==> src/rtl/fifo_arb_pkg.sv <==
// Shared types and constants for the FIFO write arbiter.
// Optional statistics counters are enabled with FIFO_ARB_STATS_EN.
package fifo_arb_pkg;

    typedef enum logic {
        ARB   = 1'b0,
        BURST = 1'b1
    } arb_state_t;

    localparam int STAT_W = 16;

    // Explicit wrap so non-power-of-two requester counts never rely on truncation.
    function automatic int wrap_inc(input int idx, input int n);
        return (idx + 1 >= n) ? 0 : idx + 1;
    endfunction

endpackage

==> src/rtl/rr_priority_pick.sv <==
// Combinational round-robin picker: first set request at or after `start`, wrapping.
module rr_priority_pick #(
    parameter int N  = 4,
    parameter int IW = $clog2(N)
) (
    input  logic [N-1:0]  req,
    input  logic [IW-1:0] start,
    output logic [N-1:0]  grant,
    output logic [IW-1:0] idx,
    output logic          any
);

    int cand;

    // NOTE: every output gets a default before the loop, so no path leaves one unassigned and no latch is inferred.
    always_comb begin
        grant = '0;
        idx   = '0;
        any   = 1'b0;
        cand  = 0;
        for (int k = 0; k < N; k++) begin
            cand = int'(start) + k;
            if (cand >= N) cand = cand - N;
            if (!any && req[cand]) begin
                any         = 1'b1;
                idx         = cand[IW-1:0];
                grant[cand] = 1'b1;
            end
        end
    end

endmodule

==> src/rtl/fifo_write_arbiter.sv <==
// Round-robin FIFO write-port arbiter with packet locking for multi-word events.
// Define FIFO_ARB_STATS_EN to add per-requester word counters and a stall counter.
module fifo_write_arbiter
    import fifo_arb_pkg::*;
#(
    parameter int NUM_REQ    = 4,
    parameter int DATA_WIDTH = 8,
    parameter int IDX_W      = $clog2(NUM_REQ)
) (
    input  logic                                clk,
    input  logic                                rst,
    input  logic [NUM_REQ-1:0]                  req_valid,
    input  logic [NUM_REQ-1:0]                  req_last,
    input  logic [NUM_REQ-1:0][DATA_WIDTH-1:0]  req_data,
    output logic [NUM_REQ-1:0]                  req_ready,
    input  logic                                full,
    output logic                                write_en,
    output logic [DATA_WIDTH-1:0]               write_data,
    output logic [IDX_W-1:0]                    grant_id,
`ifdef FIFO_ARB_STATS_EN
    input  logic                                stats_clr,
    output logic [NUM_REQ-1:0][STAT_W-1:0]      stat_words,
    output logic [STAT_W-1:0]                   stat_stall,
`endif
    output logic                                locked
);

    arb_state_t        state, next_state;
    logic [IDX_W-1:0]  rr_ptr, next_rr_ptr;
    logic [IDX_W-1:0]  owner, next_owner;
    logic [IDX_W-1:0]  winner;
    logic [NUM_REQ-1:0] pick_grant;
    logic [IDX_W-1:0]  pick_idx;
    logic              pick_any;

    rr_priority_pick #(
        .N  (NUM_REQ),
        .IW (IDX_W)
    ) u_pick (
        .req   (req_valid),
        .start (rr_ptr),
        .grant (pick_grant),
        .idx   (pick_idx),
        .any   (pick_any)
    );

    always_comb begin
        next_state  = state;
        next_rr_ptr = rr_ptr;
        next_owner  = owner;
        winner      = pick_idx;
        req_ready   = '0;
        if (!rst && !full) begin
            unique case (state)
                ARB: begin
                    if (pick_any) begin
                        req_ready = pick_grant;
                        if (req_last[pick_idx]) begin
                            next_rr_ptr = IDX_W'(wrap_inc(int'(pick_idx), NUM_REQ));
                        end else begin
                            next_owner = pick_idx;
                            next_state = BURST;
                        end
                    end
                end
                BURST: begin
                    // The lock holds even while the owner idles; others stay blocked.
                    winner            = owner;
                    req_ready[owner]  = 1'b1;
                    if (req_valid[owner] && req_last[owner]) begin
                        next_rr_ptr = IDX_W'(wrap_inc(int'(owner), NUM_REQ));
                        next_state  = ARB;
                    end
                end
                default: next_state = ARB;
            endcase
        end
    end

    assign write_en   = |(req_valid & req_ready);
    assign write_data = write_en ? req_data[winner] : '0;
    assign locked     = (state == BURST);

    // NOTE: sequential state uses non-blocking assignments so every register samples pre-edge values.
    always_ff @(posedge clk) begin
        if (rst) begin
            state    <= ARB;
            rr_ptr   <= '0;
            owner    <= '0;
            grant_id <= '0;
        end else begin
            state  <= next_state;
            rr_ptr <= next_rr_ptr;
            owner  <= next_owner;
            if (write_en) grant_id <= winner;
        end
    end

`ifdef FIFO_ARB_STATS_EN
    always_ff @(posedge clk) begin
        if (rst || stats_clr) begin
            stat_words <= '0;
            stat_stall <= '0;
        end else begin
            for (int i = 0; i < NUM_REQ; i++) begin
                if (req_valid[i] && req_ready[i] && stat_words[i] != '1)
                    stat_words[i] <= stat_words[i] + 1'b1;
            end
            if (|req_valid && full && stat_stall != '1)
                stat_stall <= stat_stall + 1'b1;
        end
    end
`endif

endmodule

==> config.mk <==
export PLATFORM = sky130hd
export DESIGN_NAME = fifo_write_arbiter
export DESIGN_NICKNAME = d
export VERILOG_FILES = /design/src/rtl/fifo_arb_pkg.sv /design/src/rtl/rr_priority_pick.sv /design/src/rtl/fifo_write_arbiter.sv
export SDC_FILE = /design/constraint.sdc
export NUM_CORES = 1
export LEC_CHECK = 0
export ABC_CLOCK_PERIOD_IN_PS = 4590
export BUFFER_PORTS_ARGS = -buffer_cell sky130_fd_sc_hd__clkbuf_2
export CAP_MARGIN = 20
export CORE_AREA = 2 2 59 61
export DETAILED_ROUTE_END_ITERATION = 10
export DIE_AREA = 0 0 61 63
export HOLD_SLACK_MARGIN = 0.02
export PLACE_DENSITY = 0.77
export SYNTH_ARGS = -nofsm -noshare
export SYNTH_HDL_FRONTEND = slang
export SYNTH_SLANG_ARGS = --single-unit
==> constraint.sdc <==
create_clock -name clk -period 4.59 [get_ports clk]
set_clock_uncertainty 0.15 [all_clocks]
set_input_delay 0.6885 -clock clk [delete_from_list [all_inputs] [get_ports clk]]
set_output_delay 0.6885 -clock clk [all_outputs]
set_load 0.05 [all_outputs]
==> results.md <==
- Status: complete, no violations
- Root Buffer: clkbuf_4
- Die Span Y: 63 µm
- # clock sinks: 7
- Layout Nets: 289
- Setup WS pre-CTS: 0.300 ns
- Worst Path Class, Setup: reg2out
- Tot Pwr: 792 µW
- Area grow syn2layout: 27.2%
- FF/Latch Area: 140 µm²
- Initial Util: 47.6%
- Yosys warning total: 0
- Number of vias per cell: 5.84
- DRC Markers: 0
- Crit start category: register
- Sequential power share: 11.1%
- Clk_lat worst skew: 0.27 ns
- Yosys reg bits: 7
- Routability-driven placement congestion ratio: 0.932
- Required @ worst endpoint: 3.75 ns
- Int Pwr: 370 µW
- Syn Nets: 225
- Vias post-DR: 1646
- CTS HTree Levels: 1
- Primary FF master, synth: dfxtp_1
- Psw: 422 µW
- Max-slew headroom: 66.5%
- Logic pwr share: 81.1%
- Max-cap violations: 0
- Minimum clock period: 4.42 ns
- Post-route ant nets: 0
- Final period util: 96.4%
- Switch share: 53.3%
- Clk slew on worst S/H paths: 0.06 ns
- CP arrival: 3.58 ns
- CTS tree: built
- Area of the multi-input gates: 1300 µm²
- Final hold violation count: 0
- Area of placed instances: 1890 µm²
- GRT Util Overall: 22.7%
- Post-Syn Area: 1540 µm²
- Ys async rst share: 0%
- Final number of setup-violating endpoints: 0
- FMAX: 0.226 GHz
- Maximum vdd drop: 0.196 mV
- Die W: 61 µm
- Crit. End Element: primary output
- Filler instances: 309
- Pwr Density: 405 nW/µm²
- Num CTS Buffers: 3
- WL/cell: 14.4 µm
- Pin count of the biggest net entering global routing: 18
- Detailed Place HPWL: 3.29 mm
- Number of synthesized flops with an enable pin: 0
- Drt total wl: 4.07 mm
- Vias in the first global route: 1531
- Slew Viols, Final: 0
- Worst Setup Slack, final: 0.167 ns
- Mean post-synth cell area: 8.90 µm²
- Crit path max fanout: 8
- CTS max path bufs: 2
- Post-synthesis sequential area ratio: 9.11%
- Static leakage: 0.876 nW
- # hold bufs at CTS: 0
- Io pins: 59
- Hold Path Class: reg2reg
- Layout cells sized above 1: 39.8%
- Buffers on Ports: 58
- Gate Count Post-Synth: 173
- Actual slew at the worst max-slew pin: 0.501 ns
- Hold WS: 0.344 ns
- Global-route wire length before repair: 6.87 mm
- Clock power frac: 7.8%
- TritonRoute pass-1 iters: 4
- N_diodes: 0
- Post-synth cell types: 54
- Core Region: 3230 µm²
- Initial DRC Count: 54
- Num rows: 21
- Total die area: 3840 µm²
- Grt ovf: 0
- Initial antenna violation count: 0
- Final instance area: 1960 µm²
==> stage by stage <==
stage / util, % / cells / setup TNS, ns
final: 60.5 / 282 / 0
after global routing: 60.5 / 282 / -0.0103
after CTS: 59.4 / 280 / 0
after detailed placement: 58.6 / 276 / 0
after global placement: 58.6 / 276 / 0
after floorplan: - / 173 / 0
==> routing by layer <==
metal  vias up  part of all wire, %  GRT usage (%)
met4         0                  1.9           8.70
met3         8                  4.5           1.86
met1       793                   44           33.3
met2        47                   49           34.1
li1        798                    -              -
met5         -                    0              0
==> layout make-up <==
class | count | share of cell area (%)
repair buffers | 69 | 19.7
multi-input cells | 144 | 66.6
flip-flops and latches | 7 | 7.16
clock buffers | 4 | 1.34
inverters | 12 | 2.30
well taps | 46 | 2.94
==> power groups by stage <==
stage | clock network (mW) | registers (mW) | logic [mW]
detailed placement | 0 | 0.0894 | 0.619
CTS | 0.0616 | 0.0881 | 0.622
finish | 0.0617 | 0.0882 | 0.642
global route | 0.0657 | 0.0906 | 0.704
global placement | 0 | 0.0889 | 0.612
floorplan | 0 | 0.106 | 0.483
==> cells in the mapped netlist (5+ instances only) <==
master | instances | area share (%)
o21ai_0 | 7 | 2.3
ha_1 | 9 | 7.3
o211ai_1 | 5 | 2.4
nand2_1 | 10 | 2.4
inv_1 | 11 | 2.7
dfxtp_1 | 7 | 9.1
nor2_1 | 14 | 3.4
a211oi_1 | 5 | 2.4
a21oi_1 | 10 | 3.3
and2_1 | 13 | 5.3
mux2i_1 | 5 | 3.3
mux4_1 | 8 | 14
==> sequential cells by signal, indices dropped and copies added (netlist names) <==
register and cells:
rr_ptr 2, grant_id 2, locked 1, owner 2
==> what timing repair did <==
| item | CTS | global route |
|---|---|---|
| setup endpoints to repair | 0 | 8 |
| setup buffers | 0 | 2 |
| gates resized for setup | 0 | 2 |
==> logic make-up (layout without fill, tap and decap cells) <==
group	Yosys count	after routing	share of synthesized area, %
AO/OA/AOI/OAI	52	52	27.1
XOR/XNOR	1	1	0.569
adder cells (fa/ha/maj)	9	9	7.32
buffers and inverters	22	85	6.91
flip-flops	7	7	9.11
multiplexers	20	20	25.9
AND/OR/NAND/NOR	62	62	23.1
==> final timing paths <==
check | to | slack, ns | start | cells past startpoint
setup / recovery | write_data[0] | 0.17 | rr_ptr[0] | 11
hold / removal | grant_id[0] | 0.34 | grant_id[0] | 2
setup reg to reg | owner[0] | 1.36 | rr_ptr[0] | 9
hold reg to reg | grant_id[0] | 0.34 | grant_id[0] | 2
==> critical path: stages (launching register included) <==
cell	delay, ns
dfxtp_1	0.33
inv_1	0.06
ha_1	0.37
or3b_1	0.44
a2111oi_4	0.42
nor2_2	0.11
a21o_2	0.28
mux2i_4	0.20
buf_12	0.16
mux4_1	0.54
and2_1	0.17
clkbuf_2	0.23
==> layout by cell type, fill, tap and decap left out, types with 2 or more instances in the layout <==
master and n:
a2111oi_4 2, a211oi_1 5, a21o_2 3, a21oi_1 10
a221oi_1 2, a311oi_1 3, a31oi_1 3, and2_1 13
buf_4 10, clkbuf_2 58, clkbuf_4 3, dfxtp_1 7
ha_1 9, inv_1 11, mux2i_1 5, mux4_1 8
mux4_2 4, nand2_1 10, nand2b_1 4, nand3_1 2
nand3b_1 2, nor2_1 14, nor3_1 2, nor3b_1 3
o211ai_1 5, o21ai_0 7, o31ai_1 4, or3_1 2
Note: power is estimated with default switching activity, not from simulation.
